--- src/rtl/sync_manager_nbuf_pkg.sv ---
// Shared types, widths and helpers for the N-buffer frame manager.
package sync_manager_nbuf_pkg;

   typedef enum logic {
      ModeLatest = 1'b0,
      ModeQueue  = 1'b1
   } sm_mode_e;

   typedef enum logic {
      StRun,
      StStall
   } wr_state_e;

   localparam int unsigned ResetReadIdx  = 0;
   localparam int unsigned ResetWriteIdx = 1;

   localparam int unsigned LogLenWidth = 5;
   localparam int unsigned LevelWidth  = 4;
   localparam int unsigned DropWidth   = 16;

   // Ceiling log2, never below 1 so it can size a vector.
   function automatic int unsigned clog2(input int unsigned n);
      int unsigned r;
      r = 0;
      for (int unsigned i = 0; i < 31; i++) begin
         if ((32'd1 << i) < n) r = i + 1;
      end
      return (r == 0) ? 1 : r;
   endfunction

   function automatic logic [LogLenWidth-1:0] clamp_log(input logic [LogLenWidth-1:0] l,
                                                        input int unsigned max_log);
      if (32'(l) > max_log) return LogLenWidth'(max_log);
      return l;
   endfunction

endpackage

--- src/rtl/sync_manager_nbuf_index_fifo.sv ---
// Circular FIFO of buffer indices: the ready queue of completed frames.
module sync_manager_nbuf_index_fifo
   import sync_manager_nbuf_pkg::*;
#(
   parameter int unsigned Depth  = 2,
   parameter int unsigned NumIdx = 4,
   parameter int unsigned IdxW   = 2
) (
   input  logic                  clk_i,
   input  logic                  rst_i,
   input  logic                  push_i,
   input  logic [IdxW-1:0]       push_idx_i,
   input  logic                  pop_oldest_i,
   input  logic                  pop_newest_flush_i,
   output logic [LevelWidth-1:0] level_o,
   output logic [NumIdx-1:0]     bitmap_o,
   output logic [IdxW-1:0]       head_o,
   output logic [IdxW-1:0]       tail_o
);

   localparam int unsigned PtrW = clog2(Depth);

   logic [IdxW-1:0]       mem_q [Depth];
   logic [PtrW-1:0]       head_q, head_d, tail_q, tail_d;
   logic [LevelWidth-1:0] level_q, level_d;

   function automatic logic [PtrW-1:0] ptr_inc(input logic [PtrW-1:0] p);
      return (32'(p) == Depth - 1) ? '0 : p + PtrW'(1);
   endfunction

   function automatic logic [PtrW-1:0] ptr_dec(input logic [PtrW-1:0] p);
      return (p == '0) ? PtrW'(Depth - 1) : p - PtrW'(1);
   endfunction

   assign level_o = level_q;
   assign head_o  = mem_q[head_q];
   assign tail_o  = mem_q[ptr_dec(tail_q)];

   // Mark every index currently held in the queue.
   always_comb begin
      bitmap_o = '0;
      for (int i = 0; i < int'(Depth); i++) begin
         int slot;
         slot = int'(head_q) + i;
         if (slot >= int'(Depth)) slot = slot - int'(Depth);
         if (i < int'(level_q)) bitmap_o[mem_q[PtrW'(slot)]] = 1'b1;
      end
   end

   // Pointer/level update; a flush empties the queue and overrides push/pop.
   always_comb begin
      head_d  = head_q;
      tail_d  = tail_q;
      level_d = level_q;
      if (pop_newest_flush_i) begin
         head_d  = '0;
         tail_d  = '0;
         level_d = '0;
      end else begin
         if (push_i)       tail_d = ptr_inc(tail_q);
         if (pop_oldest_i) head_d = ptr_inc(head_q);
         level_d = level_q + LevelWidth'(push_i) - LevelWidth'(pop_oldest_i);
      end
   end

   // Pointer and level registers.
   always_ff @(posedge clk_i) begin
      if (rst_i) begin
         head_q  <= '0;
         tail_q  <= '0;
         level_q <= '0;
      end else begin
         head_q  <= head_d;
         tail_q  <= tail_d;
         level_q <= level_d;
      end
   end

   // Entry storage; push into a full queue overwrites the slot being popped.
   always_ff @(posedge clk_i) begin
      if (push_i && !pop_newest_flush_i) mem_q[tail_q] <= push_idx_i;
   end

endmodule

--- src/rtl/sync_manager_nbuf.sv ---
// N-buffer frame manager: writer allocation, ready queue publish, reader hand-off.
module sync_manager_nbuf
   import sync_manager_nbuf_pkg::*;
#(
   parameter int unsigned MM_ADDR_WIDTH  = 32,
   parameter int unsigned DATA_WIDTH     = 32,
   parameter int unsigned BUFFER_COUNT   = 4,
   parameter int unsigned MAX_LOG_LENGTH = 22
) (
   input  logic                     SYS_aclk,
   input  logic                     SYS_reset,
   input  logic                     SM_mode,
   input  logic                     SM_request,
   input  logic [LogLenWidth-1:0]   SM_log_length,
   input  logic [MM_ADDR_WIDTH-1:0] SM_base_address,
   input  logic                     SM_write_beat,
   output logic                     SM_write_ready,
   output logic [MM_ADDR_WIDTH-1:0] SM_write_buffer,
   output logic [MM_ADDR_WIDTH-1:0] SM_read_buffer,
   output logic                     SM_read_valid,
   output logic [LevelWidth-1:0]    SM_queue_level,
   output logic [DropWidth-1:0]     SM_drop_count,
   output logic                     SM_overflow
);

   localparam int unsigned QDepth = BUFFER_COUNT - 2;
   localparam int unsigned IdxW   = clog2(BUFFER_COUNT);
   localparam int unsigned CntW   = MAX_LOG_LENGTH;
   localparam int unsigned Bpb    = DATA_WIDTH / 8;

   wr_state_e             state_q, state_d;
   logic                  write_ready_q, write_ready_d;
   logic [IdxW-1:0]       read_q, read_d, write_q, write_d;
   logic [CntW-1:0]       write_count_q, write_count_d;
   logic [LogLenWidth-1:0] log_len_q, log_len_d;
   logic                  valid_q, valid_d, overflow_q, overflow_d, req_q;
   logic [DropWidth-1:0]  drop_q, drop_d;

   logic [LevelWidth-1:0]   fifo_level, level_pub, drops;
   logic [BUFFER_COUNT-1:0] fifo_bitmap, free_vec;
   logic [IdxW-1:0]         fifo_head, fifo_tail, newest, oldest, alloc;
   logic [CntW-1:0]         len_m1;
   logic [DropWidth:0]      drop_sum;
   logic frame_end, pub, q_full, q_empty, req_edge, mode_queue, req_pop_space;
   logic push, pub_pop, req_act, pop_oldest, flush;

   function automatic logic [BUFFER_COUNT-1:0] onehot(input logic [IdxW-1:0] idx);
      return BUFFER_COUNT'(1) << idx;
   endfunction

   sync_manager_nbuf_index_fifo #(
      .Depth (QDepth),
      .NumIdx(BUFFER_COUNT),
      .IdxW  (IdxW)
   ) u_fifo (
      .clk_i             (SYS_aclk),
      .rst_i             (SYS_reset),
      .push_i            (push),
      .push_idx_i        (write_q),
      .pop_oldest_i      (pop_oldest),
      .pop_newest_flush_i(flush),
      .level_o           (fifo_level),
      .bitmap_o          (fifo_bitmap),
      .head_o            (fifo_head),
      .tail_o            (fifo_tail)
   );

   assign SM_write_buffer = SM_base_address +
      (((MM_ADDR_WIDTH'(write_q) << log_len_q) + MM_ADDR_WIDTH'(write_count_q)) *
       MM_ADDR_WIDTH'(Bpb));
   assign SM_read_buffer  = SM_base_address +
      ((MM_ADDR_WIDTH'(read_q) << log_len_q) * MM_ADDR_WIDTH'(Bpb));
   assign SM_write_ready  = write_ready_q;
   assign SM_read_valid   = valid_q;
   assign SM_queue_level  = fifo_level;
   assign SM_drop_count   = drop_q;
   assign SM_overflow     = overflow_q;

   // Publish/request arbitration, free-index selection and next-state.
   always_comb begin
      len_m1     = ~({CntW{1'b1}} << log_len_q);
      frame_end  = write_ready_q && SM_write_beat && (write_count_q == len_m1);
      pub        = frame_end || (state_q == StStall);
      q_full     = (fifo_level == LevelWidth'(QDepth));
      q_empty    = (fifo_level == '0);
      req_edge   = SM_request && !req_q;
      mode_queue = (SM_mode == ModeQueue);
      // A queue-mode pop on the same edge makes room for a blocked publish.
      req_pop_space = req_edge && mode_queue && !q_empty;
      push       = pub && (!q_full || !mode_queue || req_pop_space);
      pub_pop    = push && q_full && !mode_queue;
      // Publish happens first, so the request sees the just-pushed entry.
      level_pub  = fifo_level + LevelWidth'(push) - LevelWidth'(pub_pop);
      req_act    = req_edge && (level_pub != '0);
      pop_oldest = pub_pop || (req_act && mode_queue);
      flush      = req_act && !mode_queue;
      newest     = push ? write_q : fifo_tail;
      oldest     = q_empty ? write_q : fifo_head;

      read_d = read_q;
      if (req_act) read_d = mode_queue ? oldest : newest;

      drops = '0;
      if (pub_pop) drops = LevelWidth'(1);
      if (flush)   drops = drops + level_pub - LevelWidth'(1);

      // Free set after this edge's releases; lowest index wins.
      free_vec = ~(onehot(write_q) | onehot(read_q) | fifo_bitmap);
      if (pub_pop) free_vec = free_vec | onehot(fifo_head);
      if (req_act) free_vec = free_vec | onehot(read_q);
      if (flush)   free_vec = free_vec | fifo_bitmap;
      free_vec = free_vec & ~(onehot(read_d) | onehot(write_q));
      alloc = IdxW'(ResetWriteIdx);
      for (int i = int'(BUFFER_COUNT) - 1; i >= 0; i--) begin
         if (free_vec[i]) alloc = IdxW'(i);
      end

      write_d       = write_q;
      state_d       = state_q;
      write_ready_d = write_ready_q;
      log_len_d     = log_len_q;
      if (push) begin
         write_d       = alloc;
         state_d       = StRun;
         write_ready_d = 1'b1;
         log_len_d     = clamp_log(SM_log_length, MAX_LOG_LENGTH);
      end else if (pub) begin
         state_d       = StStall;
         write_ready_d = 1'b0;
      end

      write_count_d = write_count_q;
      if (frame_end)                           write_count_d = '0;
      else if (SM_write_beat && write_ready_q) write_count_d = write_count_q + CntW'(1);

      valid_d    = valid_q | req_act;
      drop_sum   = {1'b0, drop_q} + (DropWidth + 1)'(drops);
      drop_d     = drop_sum[DropWidth] ? '1 : drop_sum[DropWidth-1:0];
      overflow_d = SM_write_beat && !write_ready_q;
   end

   // Writer FSM, role indices, counters and registered outputs.
   always_ff @(posedge SYS_aclk) begin
      if (SYS_reset) begin
         state_q       <= StRun;
         write_ready_q <= 1'b1;
         read_q        <= IdxW'(ResetReadIdx);
         write_q       <= IdxW'(ResetWriteIdx);
         write_count_q <= '0;
         log_len_q     <= clamp_log(SM_log_length, MAX_LOG_LENGTH);
         valid_q       <= 1'b0;
         drop_q        <= '0;
         overflow_q    <= 1'b0;
         req_q         <= SM_request;
      end else begin
         state_q       <= state_d;
         write_ready_q <= write_ready_d;
         read_q        <= read_d;
         write_q       <= write_d;
         write_count_q <= write_count_d;
         log_len_q     <= log_len_d;
         valid_q       <= valid_d;
         drop_q        <= drop_d;
         overflow_q    <= overflow_d;
         req_q         <= SM_request;
      end
   end

endmodule
--- config.mk ---
export PLATFORM = sky130hd
export DESIGN_NAME = sync_manager_nbuf
export DESIGN_NICKNAME = d
export VERILOG_FILES = /design/src/rtl/sync_manager_nbuf_pkg.sv /design/src/rtl/sync_manager_nbuf_index_fifo.sv /design/src/rtl/sync_manager_nbuf.sv
export SDC_FILE = /design/constraint.sdc
export NUM_CORES = 1
export LEC_CHECK = 0
export BUFFER_PORTS_ARGS = -buffer_cell sky130_fd_sc_hd__buf_2
export CORE_MARGIN = 5
export CORE_UTILIZATION = 25
export CTS_CLUSTER_DIAMETER = 150
export DETAILED_ROUTE_END_ITERATION = 12
export GPL_TIMING_DRIVEN = 0
export PLACE_DENSITY_LB_ADDON = 0.2
export SKIP_LAST_GASP = 1
export SLEW_MARGIN = 10
export SYNTH_ARGS = -nofsm -noshare
export SYNTH_HDL_FRONTEND = slang
export SYNTH_SLANG_ARGS = --single-unit
--- constraint.sdc ---
create_clock -name SYS_aclk -period 7.6 [get_ports SYS_aclk]
set_clock_uncertainty 0.05 [all_clocks]
set_input_delay 0.76 -clock SYS_aclk [delete_from_list [all_inputs] [get_ports SYS_aclk]]
set_output_delay 0.76 -clock SYS_aclk [all_outputs]
set_load 0.01 [all_outputs]
==> results.yml <==
cells_and_area:
  final_common_cell: "nor2_1"
  syn_to_final_growth_pct: 18.6
  final_net_count: 1388
  n_antenna_cell: 0
  instances_no_fill: 1696
  layout_common_cells: "161 x nor2_1, 128 x buf_2, 93 x ha_1"
  final_cell_area_mm2: 0.00968
  layout-drive-gt1-share_pct: 14.8
yosys:
  syn_area_mm2: 0.00816
  synth_cell_types: 82
  yosysWarnings: 0
  ys_seq_elements: 63
  synth_seq_area_share_pct: 16.6
  synth_edf_count: 9
  syn_nets: 1252
  syn_inst: 1113
  synth_async_sr_flop_share_pct: 0
  syn_area_per_cell_um2: 7.33
  synthFlopType: "dfxtp_1"
floorplanning:
  ioPinCount: 129
  core_region_area_mm2: 0.0324
  die_area_mm2: 0.0363
  rows: 66
  fp.dieH_um: 191
  fp.dieW_um: 191
  initial_utilization_pct: 25.2
grt:
  grt_usage_pct: 14.4
  grt_start_max_net_pins: 13
  grt_overflow: 0
  grt_pass1_vias: 7848
  grt_pass1_wl_um: 42600
  antenna_found_initial: 0
worst_setup_path:
  worst-path-buf-inv: 2
  cp_slowest_cell: "dfxtp_1"
  r2r_setup_slack_ns: 0.73
  reg2reg_from: "log_len_q[3]"
  cpPeakStageDelay_ns: 0.60
  cp_max_fo: 11
  critPathKind: "reg -> out"
  cp.arrival_ns: 6.31
  start_kind: "register"
  startpoint: "write_q[1]"
  cp-end-kind: "output pin"
  path_delay_family: "compound AO/OA/AOI/OAI gates"
  critPathRequiredTime_ns: 6.79
sta:
  fin_crit_sh_pct: 93.7
  relSlewSlack_pct: 41.5
  max_freq_mhz: 140
  maxSlewViolCount: 0
  rsz0062_at_grt: "true"
  fin_crit_ns: 7.12
  setup_slack_ns: 0.480
  hold_slack_ns: 0.423
  worstMarginPinSlew_ns: 0.874
  finalSetupViolCount: 0
  hold_viol_final: 0
pwr:
  internal_power_w: 0.000691
  peakVddDrop_mv: 0.0928
  p_leak_nw: 4.25
  p_comb_share_pct: 22.6
  switching_share_pct: 29.1
  power_density_mw_per_mm2: 101
  pwr-share-seq_pct: 35.3
  clkPwrFrac_pct: 42.1
  p_switching_w: 0.000284
clock_tree:
  htree_num_levels: 3
  cts_buffers: 9
  path_clk_slew_ns: 0.06
  holdBufCountCts: 0
  cts_tree: "done"
  clk_path_buf_depth: 2
  cts-root-buf: "clkbuf_16"
  clock_latency_ns: 0.33
  clock-sinks: 63
detailed_routing:
  drt_iter0_markers: 484
  drc_errors: 0
  wl_um: 26700
  antenna_left: 0
  routed_via_density: 4.87
  drtPass1Iterations: 5
  vias: 8259
  wl_per_cell_um: 15.8
placed_design:
  postPlaceCellArea_mm2: 0.00933
  placedCellCount: 1680
  io_buffer_count: 125
  gp_congestion: 0.882
  dpl_worst_slack_ns: 0.125
  dpl.hpwl_um: 22100
min_path:
  min_path_type: "reg -> reg"
  hold_start: "SM_read_valid"
outcome:
  status: "finished, final reports clean"
flow_run:
  cap_violations: 0
[cell families (layout without fill, tap and decap cells)]
family | Yosys count | after routing | synth area share, %
muxes | 9 | 9 | 1.20
AOI/OAI and AO/OA | 297 | 297 | 24.5
and+or+nand+nor | 445 | 445 | 25.8
DFF | 63 | 63 | 16.6
adders and majority gates | 97 | 97 | 15.3
xor gates and xnor gates | 112 | 112 | 12.0
buffers and inverters | 90 | 231 | 4.66
[state kept, by name (all words and copies together) (netlist names), named ones only]
name            flops
u_fifo.level_o      4
u_fifo.mem_q        4
state_q             1
u_fifo.tail_q       1
log_len_q           5
SM_overflow         1
SM_write_ready      1
write_q             2
SM_read_valid       1
write_count_q      22
read_q              2
SM_drop_count      16
req_q               1
u_fifo.head_q       1
[layout make-up]
cell class	count	area, um2
Fill cell	3602	22700
Multi-Input combinational cell	960	6450
Sequential cell	63	1350
Timing Repair Buffer	127	641
Tap cell	442	553
Clock buffer	11	243
Buffer	47	226
Inverter	41	154
Clock inverter	5	56.3
[metrics by stage]
step / total power (W) / setup TNS, ns / util, %
2_1_floorplan: 0.000490 / 0 / -
3_3_place_gp: 0.000570 / 0 / 28.8
3_5_place_dp: 0.000570 / 0 / 28.8
4_1_cts: 0.000990 / 0 / 29.8
5_1_grt: 0.00103 / -0.0169 / 29.9
6_report: 0.000975 / 0 / 29.9
[tightest hold or removal path, cell delays in order (launching register included)]
cell and delay, ns:
dfxtp_1 0.33, nor2_1 0.05, nor2_1 0.07
[synth_stat cells, drive strengths merged, types with 18 or more instances]
| library cell | number | share of area (%) |
|---|---|---|
| nand2b | 23 | 1.8 |
| nor2b | 18 | 1.4 |
| nand2 | 93 | 4.3 |
| xnor2 | 75 | 8.1 |
| inv | 40 | 1.8 |
| dfxtp | 54 | 13 |
| nand3 | 37 | 2.3 |
| clkbuf | 38 | 1.8 |
| ha | 93 | 14 |
| xor2 | 37 | 4.0 |
| nor2 | 162 | 7.5 |
| a21o | 28 | 2.6 |
| a21oi | 83 | 5.1 |
| o21ai | 50 | 3.1 |
| nor3 | 30 | 1.8 |
[power by group through the flow]
stage	combinational (W)	sequential, W	clock (W)
2_1_floorplan	0.000140	0.000350	0
3_3_place_gp	0.000218	0.000351	0
3_5_place_dp	0.000218	0.000352	0
4_1_cts	0.000220	0.000344	0.000426
5_1_grt	0.000245	0.000345	0.000437
6_report	0.000220	0.000344	0.000411
[layer usage]
| layer | track usage [%] | vias to the layer above | routed length [um] |
|---|---|---|---|
| li1 | - | 4281 | - |
| met2 | 23.6 | 209 | 12100 |
| met1 | 20.5 | 3757 | 13200 |
| met4 | 2.43 | 0 | 178 |
| met5 | 0 | - | 0 |
| met3 | 1.72 | 12 | 1340 |
[path summary, 6_finish.rpt]
path,end,cells after the start
max,SM_write_buffer[31],25
min,SM_read_valid,2
max reg2reg,SM_drop_count[0],28
min reg2reg,SM_read_valid,2
[what timing repair did]
action,CTS,global route
resized for setup,4,16
buffers inserted,0,2
pin swaps,0,1
hold endpoints to repair,0,0
setup endpoints to repair,3,18
Power figures use the tool's default switching activity.
